==> config.mk <==
export PLATFORM = sky130hd
export DESIGN_NAME = rocketcpu_wb_bridge
export DESIGN_NICKNAME = d
export VERILOG_FILES = /design/src/rtl/rocketcpu_wb_bridge.sv
export SDC_FILE = /design/constraint.sdc
export NUM_CORES = 1
export LEC_CHECK = 0
export ABC_AREA = 1
export BUFFER_PORTS_ARGS = -buffer_cell sky130_fd_sc_hd__clkbuf_2
export CAP_MARGIN = 20
export CORE_MARGIN = 1.5
export CORE_UTILIZATION = 53
export CTS_CLUSTER_DIAMETER = 200
export DETAILED_ROUTE_END_ITERATION = 8
export HOLD_SLACK_MARGIN = 0.03
export MAX_ROUTING_LAYER = met4
export PLACE_DENSITY = 0.88
export SYNTH_ARGS = -nofsm -noshare
export SYNTH_HDL_FRONTEND = slang
export SYNTH_SLANG_ARGS = --single-unit
==> constraint.sdc <==
create_clock -name i_wb_clk -period 3.7 [get_ports i_wb_clk]
set_input_delay 0.185 -clock i_wb_clk [delete_from_list [all_inputs] [get_ports i_wb_clk]]
set_output_delay 0.185 -clock i_wb_clk [all_outputs]
set_load 0.02 [all_outputs]
==> src/rtl/rocketcpu_wb_bridge.sv <==
// Byte-stream to Wishbone initiator: W/R/P command frames from a host link become single 32-bit bus transfers.
// One bus access per frame, bounded by TIMEOUT cycles without ack; reply bytes are held until the transmitter takes them.
module rocketcpu_wb_bridge #(
  parameter int TIMEOUT = 255
) (
  input  logic        i_wb_clk,
  input  logic        reset,
  input  logic [7:0]  i_rx_data,
  input  logic        i_rx_valid,
  output logic [7:0]  o_tx_data,
  output logic        o_tx_valid,
  input  logic        i_tx_ready,
  output logic [31:0] o_wb_adr,
  output logic [31:0] o_wb_dat,
  output logic [3:0]  o_wb_sel,
  output logic        o_wb_we,
  output logic        o_wb_cyc,
  input  logic [31:0] i_wb_rdt,
  input  logic        i_wb_ack,
  output logic        o_busy
);
  localparam int TW = (TIMEOUT < 2) ? 1 : $clog2(TIMEOUT + 1);
  localparam logic [7:0] CMD_W = 8'h57;
  localparam logic [7:0] CMD_R = 8'h52;
  localparam logic [7:0] CMD_P = 8'h50;
  localparam logic [7:0] RSP_K = 8'h4B;
  localparam logic [7:0] RSP_T = 8'h54;

  typedef enum logic [2:0] {IDLE, ADDR, DATA, BUS, RESP} state_t;

  state_t        state, state_n;
  logic          is_wr, is_wr_n;
  logic [1:0]    bcnt, bcnt_n;
  logic [31:0]   adr, adr_n, dat, dat_n;
  logic          cyc, cyc_n, we, we_n;
  logic [TW-1:0] tmo, tmo_n;
  logic          tx_vld, tx_vld_n;
  logic [7:0]    tx_dat, tx_dat_n;
  logic [23:0]   rsp, rsp_n;
  logic [1:0]    rcnt, rcnt_n;

  always_ff @(posedge i_wb_clk or posedge reset) begin
    if (reset) begin
      state  <= IDLE;
      is_wr  <= 1'b0;
      bcnt   <= 2'd0;
      adr    <= 32'd0;
      dat    <= 32'd0;
      cyc    <= 1'b0;
      we     <= 1'b0;
      tmo    <= '0;
      tx_vld <= 1'b0;
      tx_dat <= 8'd0;
      rsp    <= 24'd0;
      rcnt   <= 2'd0;
    end else begin
      state  <= state_n;
      is_wr  <= is_wr_n;
      bcnt   <= bcnt_n;
      adr    <= adr_n;
      dat    <= dat_n;
      cyc    <= cyc_n;
      we     <= we_n;
      tmo    <= tmo_n;
      tx_vld <= tx_vld_n;
      tx_dat <= tx_dat_n;
      rsp    <= rsp_n;
      rcnt   <= rcnt_n;
    end
  end

  always_comb begin
    state_n  = state;
    is_wr_n  = is_wr;
    bcnt_n   = bcnt;
    adr_n    = adr;
    dat_n    = dat;
    cyc_n    = cyc;
    we_n     = we;
    tmo_n    = tmo;
    tx_vld_n = tx_vld;
    tx_dat_n = tx_dat;
    rsp_n    = rsp;
    rcnt_n   = rcnt;
    case (state)
      IDLE: begin
        if (i_rx_valid) begin
          bcnt_n = 2'd0;
          case (i_rx_data)
            CMD_W: begin is_wr_n = 1'b1; state_n = ADDR; end
            CMD_R: begin is_wr_n = 1'b0; state_n = ADDR; end
            CMD_P: begin
              tx_vld_n = 1'b1;
              tx_dat_n = RSP_K;
              rcnt_n   = 2'd0;
              state_n  = RESP;
            end
            default: ;
          endcase
        end
      end
      ADDR: begin
        if (i_rx_valid) begin
          adr_n  = {adr[23:0], i_rx_data};
          bcnt_n = bcnt + 2'd1;
          if (bcnt == 2'd3) begin
            if (is_wr) begin
              state_n = DATA;
            end else begin
              state_n = BUS;
              cyc_n   = 1'b1;
              we_n    = 1'b0;
              tmo_n   = '0;
            end
          end
        end
      end
      DATA: begin
        if (i_rx_valid) begin
          dat_n  = {dat[23:0], i_rx_data};
          bcnt_n = bcnt + 2'd1;
          if (bcnt == 2'd3) begin
            state_n = BUS;
            cyc_n   = 1'b1;
            we_n    = 1'b1;
            tmo_n   = '0;
          end
        end
      end
      BUS: begin
        // An ack on the last permitted cycle still counts as success.
        if (i_wb_ack) begin
          cyc_n    = 1'b0;
          we_n     = 1'b0;
          tx_vld_n = 1'b1;
          state_n  = RESP;
          if (is_wr) begin
            tx_dat_n = RSP_K;
            rcnt_n   = 2'd0;
          end else begin
            tx_dat_n = i_wb_rdt[31:24];
            rsp_n    = i_wb_rdt[23:0];
            rcnt_n   = 2'd3;
          end
        end else if (tmo == TW'(TIMEOUT - 1)) begin
          cyc_n    = 1'b0;
          we_n     = 1'b0;
          tx_vld_n = 1'b1;
          tx_dat_n = RSP_T;
          rcnt_n   = 2'd0;
          state_n  = RESP;
        end else begin
          tmo_n = tmo + TW'(1);
        end
      end
      RESP: begin
        if (tx_vld && i_tx_ready) begin
          if (rcnt == 2'd0) begin
            tx_vld_n = 1'b0;
            state_n  = IDLE;
          end else begin
            tx_dat_n = rsp[23:16];
            rsp_n    = {rsp[15:0], 8'h00};
            rcnt_n   = rcnt - 2'd1;
          end
        end
      end
      default: state_n = IDLE;
    endcase
  end

  assign o_wb_adr   = adr;
  assign o_wb_dat   = dat;
  assign o_wb_sel   = 4'hF;
  assign o_wb_we    = we;
  assign o_wb_cyc   = cyc;
  assign o_tx_data  = tx_dat;
  assign o_tx_valid = tx_vld;
  assign o_busy     = (state != IDLE);
endmodule

# Word level (Yosys, flattened, before mapping)
# Cells that the tools add are included.
# Widths: inputs -> output; s select.
# classes
addsub,3
eq_ne,26
n_mux,64
reduce_logical,21
# ops
op,count
$mux 8,14
$mux 24,4
$pmux 24 s2,1
$pmux 8 s3,2
$mux 3,9
$ne 2x2->1 const B,13
$eq 8x7->1 const B,3
$mux 2,9
$mux 1,17
$pmux 3 s5,1
$reduce_and 6->1,2
$pmux 1 s3,3
$reduce_and 9->1,1
$reduce_bool 3->1,3
$add 8x1->8 const B,1
$eq 8x8->1 const B,1
$reduce_and 8->1,1
$reduce_and 7->1,1
$eq 3x2->1 const B,2
$pmux 2 s3,1
$pmux 3 s2,1
$reduce_and 3->1,2
$reduce_bool 2->1,3
$reduce_and 5->1,1
15 further kinds,18
# totals
regBits,115
input_bits,45

# Logic depth before layout (Yosys ltp)
# depth
depth_word,5
mapped_depth,11
ltp_nobuf,11

# Least setup slack after synthesis
# No wires, ideal clock.
# synth_timing
path_type,reg-to-reg
start,reg state[0]
end,reg tx_dat[0] (netlist: o_tx_data[0])
setup_time_ps,65
t_arrival_ps,1468
required_time_ps,3635
slack_ps,2167
path_stages_with_launch,10
n_path_buf,2
period_less_slack_ps,1533
path_cell_list,dfrtp_1 -> buf_4 -> nor2_1 -> nand2_1 -> inv_1 -> nand2_1 -> nand3_1 -> clkbuf_1 -> o21ai_0 -> nand2_1
# synth_between
elab_chain_len,3
word_cells_on_any_way,11
classes_between,eq/ne (7); mux (1); reduce/logical (3)
# synth_rtl
element,line_no,rtl
from (decl),31,"state_t state, state_n;"
from (signal assigned),57,state <= state_n;
"$eq 3x2->1, or another cell as far along",85,case (state)
"$ne 3x3->1 (no line), or another cell as far along",-,
$reduce_and 6->1 (no line),-,
to (signal assigned),66,tx_dat <= tx_dat_n;
to (decl),38,"logic [7:0] tx_dat, tx_dat_n;"
# Several ways; a longest one is shown, not always the timed one.
# A chain may end at the register's enable or synchronous reset.

# Worst setup path in the final report
# layout_timing
start,reg state[2]
end,reg adr[12] (netlist: o_wb_adr[12])
# layout_between
elab_chain_len,2
# layout_rtl
element,line_no,rtl
$eq 3x1->1,85,
$reduce_and 2->1 (no line),-,
to (signal assigned),60,adr <= adr_n;
to (decl),34,"logic [31:0] adr, adr_n, dat, dat_n;"
# Every way passes these cells.

==> out/results.ini <==
[timing]
fin_crit_sh = 0.5571
worstMarginPinSlew_ps = 945.2
rsz0062_at_grt = no
finalWorstSetupSlack_ps = 1639
finalHoldViolCount = 0
slew_headroom = 0.3692
finalCriticalPeriod_ps = 2061
final-setup-viol-count = 0
fin_tns_setup_ps = 0
drv_slew = 0
fin_skew_ps = 8.597
max_clock_freq_ghz = 0.4852

[power]
power-per-cell-area_nw_per_um2 = 908.1
seqPwrFrac = 0.348
leakage_nw = 3.522
pwr-share-clk = 0.269
intPower_w = 0.003584
p_sw_frac = 0.4142
combPwrFrac = 0.383
switching_power_w = 0.002534
ir_worst_vdd_v = 0.0003738

[route]
initialDrtViolationCount = 208
post-route-drc-count = 0
dr.pass1.iters = 6
post_drt_wl_per_cell_um = 14.76
via_per_inst = 5.188
antenna_left = 0
routed_wl_mm = 12.87
vias = 4524

[place]
place_inst = 806
port-buffer-count = 120
place_hpwl_mm = 8.061
pre_cts_ws_ps = 1289
routabilityCongestion = 0.9024

[floorplan]
ios = 125
die_h_um = 101.6
rows = 35
floorplan.initialDensity = 0.5526
die_area_um2 = 10330
fp.dieW_um = 101.6
fp.coreArea_um2 = 9328

[worst_setup_path]
critPathLaunchType = flip-flop
critPathMaxStageDelay_ps = 740
rr_worst_depth = 3
cp-end-kind = flip-flop
reg2reg_to = o_wb_adr[12]
cp.required_ps = 4090
r2r_setup_slack_ps = 1640
worstPathCellList = nor2_1 -> nand3_2 -> mux2_2
reg2reg_from = state[2]
slowest_stage = nand3_2
worst-setup-path-type = flip-flop to flip-flop
crit_fanout = 56
arrival_ps = 2450

[yosys]
synth_edf_count = 0
synth_warnings = 0
synthCells = 579
ys_ff_latch = 115
synth_top_area_share = 0.5583
synth-async-reset-ratio = 1.000
yosys-top-cells-count = nand2_1, dfrtp_1, o21ai_0, inv_1, nor2_1
mappedNetlistArea_um2 = 5155
ys.flop_type = dfrtp_1
syn_avg_cell_area_um2 = 8.903
ys_seq_area_frac = 0.5583
synth_top_cell_by_area = dfrtp_1
synth.top_cells.by_area = dfrtp_1, nand2_1, o21ai_0
synth.most_common_cell = nand2_1
synth_cell_types = 30

[min_path]
hold_path.class = input port to flip-flop
whs_endpoint = rsp[14]
whs_path_depth = 5
hold_path.startpoint = i_wb_rdt[14]

[clocking]
h-tree-depth = 4
cts_tree = yes
clk_path_buf_depth = 2
cts.sinks = 115
clkLatencyLatePin_ps = 510
cts_root_buffer = clkbuf_8
cts_setup_buffers = 0
cts.clk_slew.worst_paths_ps = 60
cts_made_buffers = 17

[final_layout]
fill_cells = 632
final_cell_count_no_fill = 872
multi_input_area_um2 = 1874
drive_gt1_frac = 0.2651
seqCellArea_um2 = 2878
layout.nets = 779
synthToLayoutAreaGrowth_pct = 30.70
n_antenna_cell = 0

[grt]
grt_pass1_vias = 4562
grt_first_pass_wirelength_mm = 21.22
antenna_found_initial = 0
grt.total_usage = 0.2756
grt-ovfl-total = 0
grt_max_degree = 67

[outcome]
outcome = finished, final reports clean

[job]
max_cap_viol_count = 0

## per-layer routing
| layer | share of wire | vias to the layer above | global-route usage |
|---|---|---|---|
| met1 | 0.40 | 2178 | 0.3113 |
| met2 | 0.52 | 162 | 0.4759 |
| met5 | 0 | - | - |
| met4 | 0.021 | 0 | 0.1090 |
| li1 | - | 2149 | - |
| met3 | 0.058 | 35 | 0.05935 |
## cells in the final DEF (no fill, tap or decap), drive strengths merged
cell / synthesis / layout
nand2: 156 / 156
inv: 67 / 70
nor3: 1 / 1
ha: 4 / 4
dfrtp: 115 / 115
conb: 1 / 4
o22ai: 2 / 2
clkbuf: 10 / 137
xor2: 5 / 5
clkinvlp: 0 / 4
a21boi: 1 / 1
a21oi: 21 / 21
mux2: 16 / 16
bufinv: 0 / 3
buf: 18 / 4
nand3: 17 / 17
clkinv: 0 / 5
nand4: 1 / 1
nor2: 40 / 40
o21ai: 100 / 100
a32oi: 1 / 1
dlygate4sd3: 0 / 33
o211ai: 3 / 3
## timing repair
| item | in CTS | in global routing |
|---|---|---|
| hold buffers | 33 | 0 |
| resized for setup | 0 | 0 |
| endpoints found under the hold margin | 104 | 0 |
## registers in the layout, summed over array words and instances, names as in the netlist, 2 cells and up
| signal | count |
|---|---|
| bcnt | 2 |
| rcnt | 2 |
| o_wb_adr | 32 |
| o_wb_dat | 32 |
| rsp | 24 |
| tmo | 8 |
| state | 3 |
| o_tx_data | 8 |
## power groups by stage
stage / registers [W] / logic, W / clock network, W
finish: 0.00213 / 0.00234 / 0.00165
global route: 0.00218 / 0.00262 / 0.00172
CTS: 0.00212 / 0.00232 / 0.00165
detailed placement: 0.00213 / 0.00225 / 0
global placement: 0.00209 / 0.00216 / 0
floorplan: 0.00253 / 0.00115 / 0
## critical path, delay by kind of cell (launching register included)
family / cells / cell delay (ps)
and+or+nand+nor: 2 / 910
muxes: 1 / 610
DFF: 1 / 400
## area by class of cell
class	count	share of cell area
Tap cell	129	0.02396
Clock buffer	17	0.06147
Clock inverter	15	0.02711
Sequential cell	115	0.4271
Timing Repair Buffer	157	0.1445
Multi-Input combinational cell	372	0.2782
Inverter	67	0.03770
## through the flow
| step | util | hold WS, ps | power (W) | instance area, um2 |
|---|---|---|---|---|
| 2_1_floorplan | - | 311.6 | 0.003687 | 5166 |
| 3_3_place_gp | 0.6208 | 352.8 | 0.004250 | 5791 |
| 3_5_place_dp | 0.6208 | 363.9 | 0.004379 | 5791 |
| 4_1_cts | 0.7202 | 33.64 | 0.006095 | 6718 |
| 5_1_grt | 0.7223 | 41.70 | 0.006521 | 6738 |
| 6_report | 0.7223 | 29.83 | 0.006118 | 6738 |
## kinds of logic (layout without fill, tap and decap cells)
family | after synthesis | after routing | share of synthesized area
mux | 16 | 16 | 0.03495
compound gates | 128 | 128 | 0.1384
simple gates | 215 | 215 | 0.1682
buf+inv | 95 | 256 | 0.08131
flops | 115 | 115 | 0.5583
xor+xnor | 5 | 5 | 0.008495
fa+ha+maj | 4 | 4 | 0.009709
other cells | 1 | 4 | 0.0007275
## worst max path at each step
stage	from	endpoint	slack, ps	depth (start not counted)
2_1_floorplan	reset	bcnt[0]	470	1
3_3_place_gp	state[0]	rsp[23]	1440	6
3_5_place_dp	state[1]	rsp[14]	1290	6
4_1_cts	state[1]	rsp[14]	1270	6
6_report	state[2]	o_wb_adr[12]	1640	3
5_1_grt	i_rx_valid	o_wb_adr[18]	1400	6
(Power assumes the default switching activity.)
